==> src/rtl/port_pkt_tx.sv <==
// port_pkt_tx: per-port packet transmitter for one ingress port of the
// 4-port switch. Client requests are queued in a small circular buffer and
// presented on valid_in/source_in/target_in/data_in. A full switch FIFO holds
// the head packet; the packet is dropped only after HOLD_TIMEOUT full edges.
// Build option: define PKT_TX_STATS_EN to implement the saturating
// sent/drop/stall statistics counters; otherwise those ports read as zero.
module port_pkt_tx #(
    parameter int PORT_ID      = 0,
    parameter int QDEPTH       = 4,
    parameter int GAP          = 1,
    parameter int HOLD_TIMEOUT = 64
) (
    input  logic        clk,
    input  logic        rst,
    input  logic        req_valid,
    output logic        req_ready,
    input  logic [3:0]  req_target,
    input  logic [7:0]  req_data,
    output logic        req_err,
    input  logic        port_full,
    output logic        valid_in,
    output logic [3:0]  source_in,
    output logic [3:0]  target_in,
    output logic [7:0]  data_in,
    output logic        drop,
    output logic [15:0] sent_cnt,
    output logic [15:0] drop_cnt,
    output logic [15:0] stall_cnt
);

    localparam int AW = $clog2(QDEPTH);
    localparam int CW = AW + 1;
    localparam int HW = $clog2(HOLD_TIMEOUT);
    localparam logic [CW-1:0] DEPTH_FULL = CW'(QDEPTH);
    localparam logic [HW-1:0] HOLD_LAST  = HW'(HOLD_TIMEOUT - 1);
    localparam logic [3:0]    GAP_LAST   = (GAP > 0) ? 4'(GAP - 1) : 4'd0;
    localparam logic [3:0]    SRC_MASK   = 4'(1 << PORT_ID);

    typedef enum logic [1:0] {
        S_IDLE,
        S_SEND,
        S_GAP
    } state_t;

    state_t        state_q, state_d;
    logic [CW-1:0] wr_ptr_q, wr_ptr_d;
    logic [CW-1:0] rd_ptr_q, rd_ptr_d;
    logic [CW-1:0] count_q, count_d;
    logic [HW-1:0] hold_q, hold_d;
    logic [3:0]    gap_q, gap_d;
    logic          req_ready_q, req_ready_d;
    logic          req_err_q, req_err_d;
    logic          drop_q, drop_d;

    logic          req_fire;
    logic          req_bad;
    logic          push;
    logic          pop;
    logic          accept;
    logic          stall;
    logic [11:0]   head;

    // Entry = {target, payload}; the head is addressed by the read pointer.
    logic [11:0]   mem_q [QDEPTH];

    assign req_fire = req_valid && req_ready_q;
    assign req_bad  = (req_target == 4'b0000) || req_target[PORT_ID];
    assign push     = req_fire && !req_bad;
    assign count_q  = wr_ptr_q - rd_ptr_q;
    assign head     = mem_q[rd_ptr_q[AW-1:0]];

    // Queue storage: written on every legal handshake.
    // NOTE: the payload array has no reset; pointers alone define which entries are live.
    always_ff @(posedge clk) begin
        if (push) begin
            mem_q[wr_ptr_q[AW-1:0]] <= {req_target, req_data};
        end
    end

    // Decide pop/drop for the head, advance pointers, then choose the next state.
    always_comb begin
        // NOTE: every variable gets a default first so no path can infer a latch.
        state_d     = state_q;
        hold_d      = hold_q;
        gap_d       = gap_q;
        pop         = 1'b0;
        accept      = 1'b0;
        stall       = 1'b0;
        drop_d      = 1'b0;
        req_err_d   = req_fire && req_bad;

        if (state_q == S_SEND) begin
            if (!port_full) begin
                accept = 1'b1;
                pop    = 1'b1;
            end else begin
                stall = 1'b1;
                if (hold_q == HOLD_LAST) begin
                    pop    = 1'b1;
                    drop_d = 1'b1;
                end else begin
                    hold_d = hold_q + HW'(1);
                end
            end
        end
        if (pop) begin
            hold_d = '0;
        end

        wr_ptr_d    = wr_ptr_q + CW'(push);
        rd_ptr_d    = rd_ptr_q + CW'(pop);
        count_d     = wr_ptr_d - rd_ptr_d;
        req_ready_d = (count_d != DEPTH_FULL);

        case (state_q)
            S_IDLE: begin
                if (count_q != '0) begin
                    state_d = S_SEND;
                end
            end
            S_SEND: begin
                if (pop) begin
                    if (GAP > 0) begin
                        state_d = S_GAP;
                        gap_d   = '0;
                    end else begin
                        state_d = (count_d != '0) ? S_SEND : S_IDLE;
                    end
                end
            end
            S_GAP: begin
                if (gap_q == GAP_LAST) begin
                    state_d = (count_d != '0) ? S_SEND : S_IDLE;
                end else begin
                    gap_d = gap_q + 4'd1;
                end
            end
            default: state_d = S_IDLE;
        endcase
    end

    // State, pointers, timers and the one-cycle pulse registers.
    always_ff @(posedge clk) begin
        // NOTE: non-blocking assignments so every flop samples pre-edge values.
        if (rst) begin
            state_q     <= S_IDLE;
            wr_ptr_q    <= '0;
            rd_ptr_q    <= '0;
            hold_q      <= '0;
            gap_q       <= '0;
            req_ready_q <= 1'b1;
            req_err_q   <= 1'b0;
            drop_q      <= 1'b0;
        end else begin
            state_q     <= state_d;
            wr_ptr_q    <= wr_ptr_d;
            rd_ptr_q    <= rd_ptr_d;
            hold_q      <= hold_d;
            gap_q       <= gap_d;
            req_ready_q <= req_ready_d;
            req_err_q   <= req_err_d;
            drop_q      <= drop_d;
        end
    end

    assign valid_in  = (state_q == S_SEND);
    assign source_in = SRC_MASK;
    assign target_in = valid_in ? head[11:8] : 4'b0000;
    assign data_in   = valid_in ? head[7:0] : 8'h00;
    assign req_ready = req_ready_q;
    assign req_err   = req_err_q;
    assign drop      = drop_q;

`ifdef PKT_TX_STATS_EN
    logic [15:0] sent_cnt_q, sent_cnt_d;
    logic [15:0] drop_cnt_q, drop_cnt_d;
    logic [15:0] stall_cnt_q, stall_cnt_d;

    // Saturating statistics: they stop at 0xFFFF instead of wrapping.
    always_comb begin
        sent_cnt_d  = sent_cnt_q;
        drop_cnt_d  = drop_cnt_q;
        stall_cnt_d = stall_cnt_q;
        if (accept && (sent_cnt_q != 16'hFFFF)) begin
            sent_cnt_d = sent_cnt_q + 16'd1;
        end
        if (drop_d && (drop_cnt_q != 16'hFFFF)) begin
            drop_cnt_d = drop_cnt_q + 16'd1;
        end
        if (stall && (stall_cnt_q != 16'hFFFF)) begin
            stall_cnt_d = stall_cnt_q + 16'd1;
        end
    end

    // Statistics registers.
    always_ff @(posedge clk) begin
        if (rst) begin
            sent_cnt_q  <= '0;
            drop_cnt_q  <= '0;
            stall_cnt_q <= '0;
        end else begin
            sent_cnt_q  <= sent_cnt_d;
            drop_cnt_q  <= drop_cnt_d;
            stall_cnt_q <= stall_cnt_d;
        end
    end

    assign sent_cnt  = sent_cnt_q;
    assign drop_cnt  = drop_cnt_q;
    assign stall_cnt = stall_cnt_q;
`else
    logic stats_unused;
    assign stats_unused = accept | stall;
    assign sent_cnt     = 16'h0000;
    assign drop_cnt     = 16'h0000;
    assign stall_cnt    = 16'h0000;
`endif

endmodule

==> config.mk <==
export PLATFORM = sky130hd
export DESIGN_NAME = port_pkt_tx
export DESIGN_NICKNAME = d
export VERILOG_FILES = /design/src/rtl/port_pkt_tx.sv
export SDC_FILE = /design/constraint.sdc
export NUM_CORES = 1
export LEC_CHECK = 0
export ABC_AREA = 1
export CAP_MARGIN = 20
export CORE_ASPECT_RATIO = 0.8
export CORE_MARGIN = 4
export CORE_UTILIZATION = 45
export DETAILED_ROUTE_END_ITERATION = 12
export GPL_TIMING_DRIVEN = 0
export PLACE_DENSITY = 0.75
export SLEW_MARGIN = 20
export SYNTH_ARGS = -nofsm -noshare
export SYNTH_HDL_FRONTEND = slang
export SYNTH_SLANG_ARGS = --single-unit
==> constraint.sdc <==
create_clock -name clk -period 3.2 [get_ports clk]
set_clock_uncertainty 0.15 [all_clocks]
set_input_delay 0.64 -clock clk [delete_from_list [all_inputs] [get_ports clk]]
set_output_delay 0.64 -clock clk [all_outputs]
set_load 0.02 [all_outputs]
# Word level (Yosys, flattened, before mapping)
# Memory sizes are Yosys's and may differ from the RTL's. A register that Yosys moved wholly into a read port is not among the register bits.
# Cells that the tools add are included.
[classes]
n_addsub = 6
eq_ne = 8
mux = 16
bitwise_logic = 3
n_reduce_logical = 16
[ops]
columns = ["cell", "count"]
rows = [
  ["$mux 4", 3],
  ["$reduce_and 3->1", 3],
  ["$logic_not 4->1", 2],
  ["$mux 2", 4],
  ["$mux 8", 1],
  ["$pmux 4 s2", 1],
  ["$add 3x1->3", 2],
  ["$add 6x1->6 const B", 1],
  ["$eq 6x6->1 const B", 1],
  ["$mux 1", 6],
  ["$ne 2x2->1 const B", 3],
  ["$pmux 2 s3", 1],
  ["$reduce_bool 3->1", 2],
  ["$sub 3x3->3", 2],
  ["$add 4x1->4 const B", 1],
  ["$logic_and 1x1->1", 3],
  ["$ne 3x3->1 const B", 1],
  ["$not 1->1", 3],
  ["$reduce_or 3->1", 1],
  ["$eq 2x1->1 const B", 1],
  ["$eq 2x2->1 const B", 1],
  ["$logic_not 2->1", 1],
  ["$ne 2x1->1 const B", 1],
  ["$reduce_bool 2->1", 1],
  ["other kinds (3)", 3],
]
[word_totals]
reg_bits = 21
ram_bits = 48
inputBits = 16
wordCells = 58
n_memories = 1
[mem_list]
columns = ["name", "depth", "word_bits", "read_ports", "rd_ports_with_merged_regs", "write_ports", "line", "rtl"]
rows = [
  ["mem_q", 4, 12, 1, 1, 1, "64", "logic [11:0] mem_q [QDEPTH];"],
]

# Logic depth before layout (Yosys ltp)
# Gate-level depths: netlist (run 1).
[logic_depth]
word_depth = 10
mapped_depth = 16
mapped_depth_nobuf = 16

# Worst setup path after synthesis (run 1)
# Ideal clock, no wire load.
[synth_timing]
path_kind = "input-to-reg"
start = "input req_target[1]"
end = "register state_q[0]"
setup_time_ns = 0.132
arrival_ns = 2.272
setup_slack_ns = 0.646
cell_stages = 12
path_cell_list = "nor3_1 > nor2_1 > nand3_1 > inv_1 > ha_1 > ha_1 > ha_1 > a21oi_1 > nand3b_1 > nand3_1 > nand2_1 > a21oi_1"
[synth_via]
elab_chain_cells = 10
[synth_rtl]
columns = ["item", "line", "rtl"]
rows = [
  ["from (decl)", "17", "input logic [3:0] req_target,"],
  ["$logic_not 4->1", "67", "assign req_bad = (req_target == 4'b0000) || req_target[PORT_ID];"],
  ["$logic_or 1x1->1", "67", ""],
  ["$logic_not 1->1", "68", "assign push = req_fire && !req_bad;"],
  ["$logic_and 1x1->1", "68", ""],
  ["$add 3x1->3", "110", "wr_ptr_d = wr_ptr_q + CW'(push);"],
  ["net wr_ptr_d[1]", "46", "logic [CW-1:0] wr_ptr_q, wr_ptr_d;"],
  ["$sub 3x3->3", "112", "count_d = wr_ptr_d - rd_ptr_d;"],
  ["$reduce_bool 3->1", "133", "state_d = (count_d != '0) ? S_SEND : S_IDLE;"],
  ["$mux 1", "133", ""],
  ["$mux 2", "132", "if (gap_q == GAP_LAST) begin"],
  ["$pmux 2 s3", "115", "case (state_q)"],
  ["to (signal assigned)", "155", "state_q <= state_d;"],
  ["to (decl)", "45", "state_t state_q, state_d;"],
]
# The timed path passes the listed nets, and every way through them passes these cells. The select of a mux whose other input is x is not followed.
# A chain may end at the register's enable or synchronous reset.

# Final worst setup path (run 1)
# Ends and elaborated chain as after synthesis.

==> impl_results.md, run 1 <==
- Outcome: finished clean
- I/O Buffers: 31
- Max Cap Viol: 0
- Cells on Worst Hold Path: 2
- Number of nets in the layout: 487
- Gp weighted congestion: 0.8363
- Worst slew margin: 51.41%
- Total CTS buffers: 9
- PD cells: 559.3 nW/µm²
- Kind of critical path: in -> reg
- Initial Utilization: 46.41%
- Post-synth top cells: nor2_1, buf_4, edfxtp_1
- Final Hold Viols: 0
- Clock-pin slew on the worst setup and hold paths: 0.07 ns
- Most common cell in the netlist: nor2_1
- Post-route antenna net violation count: 0
- FF-to-FF End: state_q[0]
- Critical path peak fanout: 5
- GRT Total Usage: 15.78%
- Post-Synthesis Cells: 364
- Hold_buf cts: 0
- Initial antenna violation count: 0
- Dominant synthesized flop cell: edfxtp_1
- Worst Path Required: 3.26 ns
- Count of final setup violators: 0
- Unrepaired setup endpoints after global routing: no
- Pre-CTS setup slack: -0.2397 ns
- Cell Area, Synth: 3447 µm²
- Worst hold slack: 0.3494 ns
- Syn_area_per_cell: 9.470 µm²
- Vias: 2530
- Htree depth: 3
- Worst-case vdd ir drop: 0.3459 mV
- Routed wire per std cell: 12.19 µm
- Routed WL: 6.946 mm
- Gr ovfl total: 0
- Setup TNS: 0 ns
- Die W: 105.9 µm
- Proportion of layout cells with a drive suffix above 1: 20.22%
- Leakage: 1.900 nW
- Final Total Pwr: 2.436 mW
- Worst setup margin: 0.1883 ns
- N_diodes: 0
- Post-route minimum period: 3.012 ns
- Min-delay src: req_ready
- Worst Hold Class: reg -> reg
- Worst Max-Slew Pin Slew: 0.7249 ns
- Post-CTS Resized: 0
- # rows: 28
- CP Launch Type: input port
- Period utilisation layout: 94.12%
- Ys Warns: 0
- Ports: 84
- Core area: 7427 µm²
- TritonRoute pass-1 iters: 4
- Layout area overhead: 26.35%
- Area of the multi-input gates: 1261 µm²
- R2r worst-path depth: 14
- Detailed placement HPWL: 5.211 mm
- Filler Cell Count: 651
- Area share of the largest cell type after synthesis: 41.81%
- Synth area leader: edfxtp_1
- Clock root cell: clkbuf_8
- Largest net degree at the start of global routing: 14
- Postcts setup bufs: 0
- Worst reg2reg setup slack: 0.55 ns
- Critical Path End Type: flip-flop
- Hold Path End: req_err
- CTS Sinks: 69
- Die ar.: 9133 µm²
- Vias in the first global route: 2413
- Unique masters post-synth: 30
- DRC Markers: 0
- EDFF count, synth: 48
- Top post-synthesis cells by area: edfxtp_1, dfxtp_1, buf_4
- First-pass GRT wire length: 11.16 mm
- Final Cell Area: 4355 µm²
- Clock latency on the worst-skew pair: 0.34 ns
- Worst r2r src: hold_q[0]
- TritonCTS clock tree: done
- Die Height: 86.28 µm
- CTS Buffer Depth: 2
- Yosys reg bits: 69
- Highest Clock Rate: 332.0 MHz
- Max-slew violations: 0
- Sequential area share after synthesis: 54.01%
- Post-DP Area: 4138 µm²
- DR vias/cell: 4.439
- Initial DRC Count: 200
- Seq. cell area: 1862 µm²
- Worst EP arrival: 3.07 ns
- Ys async rst share: 0%
[kinds of logic (layout without fill, tap and decap cells)]
| kind of cell | Yosys count | in the layout | share of synthesized area, % |
|---|---|---|---|
| buf+inv | 90 | 141 | 15.57 |
| simple gates | 138 | 138 | 17.46 |
| xor+xnor | 4 | 4 | 1.017 |
| fa+ha+maj | 11 | 11 | 3.993 |
| compound gates | 50 | 50 | 7.732 |
| other cells | 2 | 52 | 0.2179 |
| flops | 69 | 69 | 54.01 |
[stage by stage]
step                      cells  utilization (%)
after global routing        570            58.64
after floorplan             414                -
after global placement      550            54.89
after detailed placement    554            55.71
final                       570            58.64
after CTS                   570            58.39
[final cells by class]
class | count | area share (%)
Sequential cell | 69 | 42.75
Clock buffer | 9 | 2.844
Timing Repair Buffer | 35 | 8.187
Multi-Input combinational cell | 255 | 28.96
Buffer | 61 | 10.03
Tap cell | 105 | 3.016
Inverter | 29 | 2.499
Clock inverter | 7 | 1.724
[placed cells by master (no fill, tap or decap), types with 3 or more instances in the layout]
cell             netlist  layout
nor3_1                 7       3
inv_1                 26      26
conb_1                 2      52
clkbuf_1               6       3
clkbuf_8               0       9
clkbuf_2               0       3
nor2_1                68      68
buf_4                 52      53
edfxtp_1              48      48
ha_1                  11      11
clkdlybuf4s50_1        0      29
nor3_2                 0       4
inv_2                  3       3
buf_6                  0       3
a21oi_1               21      21
o21ai_0               26      26
nand3_1                9       8
dfxtp_1               21      21
nand2_1               41      41
[per-layer routing]
layer	part of all wire [%]	track usage [%]
met1	41	18.40
met2	48	26.62
met3	8.4	3.723
met4	3.0	9.765
met5	0	0
[flip-flops by register name, indices dropped and copies added, names as in the netlist]
register   count
req_err        1
drop           1
hold_q         6
state_q        2
rd_ptr_q       3
gap_q          4
req_ready      1
mem_q         48
wr_ptr_q       3
[how the worst max path moves through the flow]
| stage | startpoint | slack [ns] | to | depth (start not counted) |
|---|---|---|---|---|
| final | req_target[1] | 0.19 | state_q[0] | 13 |
| after global routing | rd_ptr_q[0] | 0.01 | target_in[2] | 7 |
| after detailed placement | req_target[1] | -0.24 | state_q[0] | 13 |
| after floorplan | req_target[1] | 0.65 | state_q[0] | 12 |
| after global placement | req_target[1] | -0.66 | mem_q[3][3] | 5 |
| after CTS | rd_ptr_q[0] | 0.01 | data_in[7] | 6 |
[power by group]
group	switching, mW	leakage [nW]	total (mW)	internal [mW]
Sequential	0.0371	0.606	1.04	1.01
Combinational	0.413	1.20	0.686	0.273
Clock	0.343	0.0935	0.705	0.362
[worst max-delay path, cell delays in order]
cell             delay, ns
clkdlybuf4s50_1       0.57
nor3_1                0.09
nor2_1                0.21
nand3_2               0.20
inv_1                 0.11
ha_1                  0.15
ha_1                  0.24
ha_1                  0.32
a21oi_1               0.17
nand3b_1              0.15
nand3_1               0.09
nand2_1               0.08
a21oi_1               0.06
No activity file was read; power rests on OpenSTA's default activity.
==> inputs of run 2 (changes only) <==
DONT_BUFFER_PORTS = 1   (was not set)
GPL_ROUTABILITY_DRIVEN = 1   (was not set)
PLACE_DENSITY = 0.61   (was 0.75)
==> run 2 against run 1 <==
Compared with the run above: global-route usage is 0.87 points lower; clock-buffer cell count stayed put; via count is 4.5% lower; critical path depth is 8 lower; final area is 6.6% lower; wire length is 4.1% lower; die area stayed put; critical endpoint is now data_in[7].
==> impl_results.md, run 2 (synthesized netlist as in run 1, its figures left out) <==
- Die W: 105.9 µm
- Post-route minimum period: 2.805 ns
- Crit path depth: 5
- TritonRoute pass-1 iters: 4
- Highest Clock Rate: 356.6 MHz
- Hold_buf cts: 0
- Worst slew margin: 56.81%
- Worst-case vdd ir drop: 0.3968 mV
- GRT Total Usage: 14.92%
- Gr ovfl total: 0
- Layout area overhead: 17.97%
- Routed WL: 6.664 mm
- CTS Buffer Depth: 2
- Worst Max-Slew Pin Slew: 0.6478 ns
- TritonCTS clock tree: done
- Period utilisation layout: 87.64%
- Ports: 84
- Largest net degree at the start of global routing: 13
- Comb power frac: 23.3%
- Routed wire per std cell: 12.39 µm
- Max Cap Viol: 0
- Internal power: 1.706 mW
- Sequential Power Share: 42.7%
- DRC Markers: 0
- Initial antenna violation count: 0
- Pre-CTS setup slack: 0.3302 ns
- Clock-pin slew on the worst setup and hold paths: 0.07 ns
- Post-route antenna net violation count: 0
- Postcts setup bufs: 0
- CP max stage cell: a21oi_1
- Sw Ratio: 30.60%
- PD cells: 604.6 nW/µm²
- Outcome: finished clean
- Proportion of layout cells with a drive suffix above 1: 20.79%
- DR vias/cell: 4.489
- CTS Sinks: 69
- CP top delay family: buffers and inverters
- Clock root cell: clkbuf_8
- Worst EP arrival: 2.01 ns
- N_diodes: 0
- Core area: 7427 µm²
- Setup TNS: 0 ns
- Clock power frac: 34.0%
- Clock latency on the worst-skew pair: 0.33 ns
- Critical Path End Type: primary output
- Count of final setup violators: 0
- CP max stage delay: 0.49 ns
- I/O Buffers: 0
- CP Launch Type: flip-flop
- Cells on Worst Hold Path: 1
- # rows: 28
- Worst-path cell chain: buf_2, inv_2, clkbuf_1, o21ai_0, a21oi_1
- Max FFs per register: 48
- Initial DRC Count: 94
- Die Height: 86.28 µm
- Worst reg2reg setup slack: 0.50 ns
- R2r worst-path depth: 14
- P_sw: 0.7523 mW
- Leakage: 1.766 nW
- Unrepaired setup endpoints after global routing: no
- Kind of critical path: reg -> out
- Gp weighted congestion: 0.7788
- Detailed placement HPWL: 4.906 mm
- Worst Path Required: 2.41 ns
- Most common cell after layout, fill and taps aside: nor2_1
- Crit path buffers/inverters: 3
- Vias in the first global route: 2155
- Worst Hold Class: in -> reg
- Worst hold slack: 0.2217 ns
- Die ar.: 9133 µm²
- Number of nets in the layout: 456
- Total CTS buffers: 9
- Final Hold Viols: 0
- Htree depth: 3
- First-pass GRT wire length: 10.50 mm
- Cell Count, Final, Fillers Out: 538
- Critical path peak fanout: 10
- Placed insts: 523
- Vias: 2415
- Worst setup margin: 0.3954 ns
- Initial Utilization: 46.41%
- Final Total Pwr: 2.459 mW
- Max-slew violations: 0
- Post-CTS Resized: 0
- Most frequent cells in the layout: nor2_1, buf_4, conb_1, edfxtp_1, nand2_1
run 2: cell types whose count changed in the layout (fill, tap and decap cells not counted), sizes merged:
cell,previous run,this run
buf,57,59
clkinv,3,1
dlymetal6s2s,2,0
clkinvlp,2,1
bufinv,1,3
clkbuf,17,15
clkdlybuf4s50,29,0
run 2: final timing paths:
path / from / to
setup / recovery: rd_ptr_q[0] / data_in[7]
hold / removal: rst / drop
setup reg to reg: hold_q[0] / state_q[0]
hold reg to reg: gap_q[3] / gap_q[3]
run 2: worst reg2reg max path, delay by kind of cell, from the launching register on:
family | cells | cell delay (ns)
adder cells (fa/ha/maj) | 4 | 0.85
AO/OA/AOI/OAI | 3 | 0.33
flip-flops | 1 | 0.37
AND/OR/NAND/NOR | 5 | 0.65
buffers and inverters | 2 | 0.21
run 2: layer usage:
metal | track usage [%] | vias up | part of all wire, %
met1 | 19.53 | 1080 | 46
met5 | 0 | - | 0
met3 | 3.649 | 12 | 8.4
met4 | 6.471 | 0 | 1.7
met2 | 23.84 | 98 | 44
li1 | - | 1225 | -
run 2: power by group through the flow:
stage / clock network [mW] / registers, mW / logic (mW)
after CTS: 0.851 / 1.05 / 0.577
after floorplan: 0 / 1.06 / 0.466
final: 0.836 / 1.05 / 0.572
after detailed placement: 0 / 1.07 / 0.574
after global placement: 0 / 1.07 / 0.560
after global routing: 0.893 / 1.06 / 0.651
run 2: final cells by class:
class                           count  area (µm²)
Buffer                             61       427.9
Clock buffer                        9       123.9
Clock inverter                      6       111.4
Fill cell                         689        3361
Inverter                           29       108.9
Multi-Input combinational cell    255        1256
Sequential cell                    69        1862
Tap cell                          105       131.4
Timing Repair Buffer                4       45.04
run 2: stage by stage:
step	instance area (µm²)	utilization [%]
global route	4066	54.75
floorplan	3635	-
global placement	3766	50.71
detailed placement	3831	51.58
CTS	4066	54.75
finish	4066	54.75
==> inputs of run 3 (changes only) <==
CORE_UTILIZATION = 35   (was 45)
DONT_BUFFER_PORTS = not set   (was 1)
==> run 3 against run 2 <==
Compared with the run above: fmax down 7.8%; clock power up 14%; sequential share of layout area down 4.2 points; utilization down 8.1 points; critical path depth up 8; non-clock buffer count up 34; sequential cell count unchanged; die area up 26%; sequential power about the same; via count up 3.5%; critical path type is now in -> reg; largest cell class unchanged; largest power group unchanged.
==> impl_results.md, run 3 (synthesized netlist as in run 1, its figures left out) <==
- I/O Buffers: 31
- Cells on Worst Hold Path: 2
- # rows: 32
- Initial Utilization: 35.87%
- Worst Hold Class: reg -> reg
- FF-to-FF End: state_q[0]
- Final Hold Viols: 0
- Clock-pin slew on the worst setup and hold paths: 0.06 ns
- Met3 usage: 4.559%
- Total CTS buffers: 9
- Most frequent cells in the layout: nor2_1, buf_4, conb_1, edfxtp_1, nand2_1
- Worst EP arrival: 3.08 ns
- Proportion of layout cells with a drive suffix above 1: 20.94%
- Highest Clock Rate: 328.9 MHz
- Vias: 2500
- DR vias/cell: 4.259
- Worst setup margin: 0.1592 ns
- Initial antenna violation count: 0
- CTS Buffer Depth: 2
- DRC Markers: 0
- Met2 GRT Util: 19.48%
- Outcome: finished clean
- Vias in the first global route: 2316
- Period utilisation layout: 95.02%
- GRT Total Usage: 12.49%
- Filler Cell Count: 881
- Worst-case vdd ir drop: 0.3093 mV
- Detailed placement HPWL: 5.054 mm
- Clock latency on the worst-skew pair: 0.33 ns
- Post-route antenna net violation count: 0
- Routed WL: 6.915 mm
- Internal power: 1.830 mW
- Worst Path Required: 3.24 ns
- Worst r2r src: hold_q[0]
- Die W: 119.0 µm
- Sw Ratio: 32.00%
- CP Launch Type: input port
- Leakage: 1.928 nW
- Worst Max-Slew Pin Slew: 0.6465 ns
- Area of the multi-input gates: 1261 µm²
- Die ar.: 11510 µm²
- Count of final setup violators: 0
- Busiest grt layer: met2
- Max Cap Viol: 0
- Min-delay src: gap_q[3]
- First-pass GRT wire length: 11.33 mm
- Pre-CTS setup slack: -0.2821 ns
- Worst reg2reg setup slack: 0.50 ns
- Htree depth: 3
- GRT met1 Usage: 15.81%
- Routed wire per std cell: 11.78 µm
- CTS Sinks: 69
- Core area: 9609 µm²
- Post-route minimum period: 3.041 ns
- Ports: 84
- Most common cell after layout, fill and taps aside: nor2_1
- TritonCTS clock tree: done
- R2r worst-path depth: 14
- Max FFs per register: 48
- Final Total Pwr: 2.691 mW
- Comb power frac: 25.8%
- N_diodes: 0
- Hold_buf cts: 0
- Seq. cell area: 1862 µm²
- Number of nets in the layout: 490
- P_sw: 0.8609 mW
- Layout area overhead: 29.95%
- Worst slew margin: 56.66%
- Critical Path End Type: flip-flop
- TritonRoute pass-1 iters: 4
- Critical path peak fanout: 5
- Die Height: 96.77 µm
- PD cells: 600.7 nW/µm²
- Clock power frac: 35.4%
- Gr ovfl total: 0
- Clock root cell: clkbuf_16
- Unrepaired setup endpoints after global routing: yes
- Hold Path End: gap_q[3]
- Kind of critical path: in -> reg
- Gp weighted congestion: 0.7665
- Initial DRC Count: 143
- Max-slew violations: 0
- Largest net degree at the start of global routing: 16
- Sequential Power Share: 38.9%
- Setup TNS: 0 ns
run 3: worst max path at each step:
stage                  endpoint           from  slack (ns)  depth (start not counted)
global placement    mem_q[2][6]  req_target[1]       -0.75                          5
finish               state_q[0]  req_target[1]        0.16                         13
global route         data_in[3]    rd_ptr_q[0]      -0.006                          7
CTS                  data_in[0]    rd_ptr_q[0]        0.05                          6
floorplan            state_q[0]  req_target[1]        0.65                         12
detailed placement   state_q[0]  req_target[1]       -0.28                         13
run 3: power groups by stage:
stage	clock, mW	combinational [mW]	sequential, mW
after floorplan	0	0.466	1.06
after global routing	1.01	0.769	1.05
after global placement	0	0.672	1.06
final	0.951	0.694	1.05
after CTS	0.966	0.692	1.04
after detailed placement	0	0.687	1.06
run 3: area by class of cell:
cell class | count | area share [%]
Sequential cell | 69 | 41.56
Multi-Input combinational cell | 255 | 28.16
Buffer | 61 | 9.693
Timing Repair Buffer | 38 | 8.352
Clock buffer | 9 | 5.028
Tap cell | 119 | 3.324
Inverter | 29 | 2.430
Clock inverter | 7 | 1.453
run 3: through the flow:
stage | hold WS [ns] | utilization, % | instance area, µm² | cells
floorplan | 0.3107 | - | 3635 | 414
global placement | 0.3219 | 42.60 | 4094 | 564
detailed placement | 0.3344 | 43.24 | 4155 | 568
CTS | 0.3428 | 46.26 | 4446 | 584
global route | 0.3675 | 46.61 | 4479 | 587
finish | 0.3412 | 46.61 | 4479 | 587
run 3: what timing repair did:
item / in CTS / in global routing
endpoints found under the hold margin: 0 / 0
setup endpoints to repair: 0 / 10
buffers inserted: 0 / 3
gates resized for setup: 0 / 8
run 3: critical path, stage by stage:
cell and delay, ns:
clkdlybuf4s50_1 0.57, nor3_1 0.09, nor2_1 0.25, nand3_2 0.18, inv_1 0.09, ha_1 0.15, ha_1 0.24, ha_1 0.31
a21oi_1 0.19, nand3b_1 0.16, nand3_1 0.08, nand2_1 0.07, a21oi_1 0.05
run 3: layer usage:
layer	vias to the layer above	wire length, µm
met2	88	3250
met5	-	0
met3	4	580
met1	1108	3013
li1	1300	-
met4	0	70
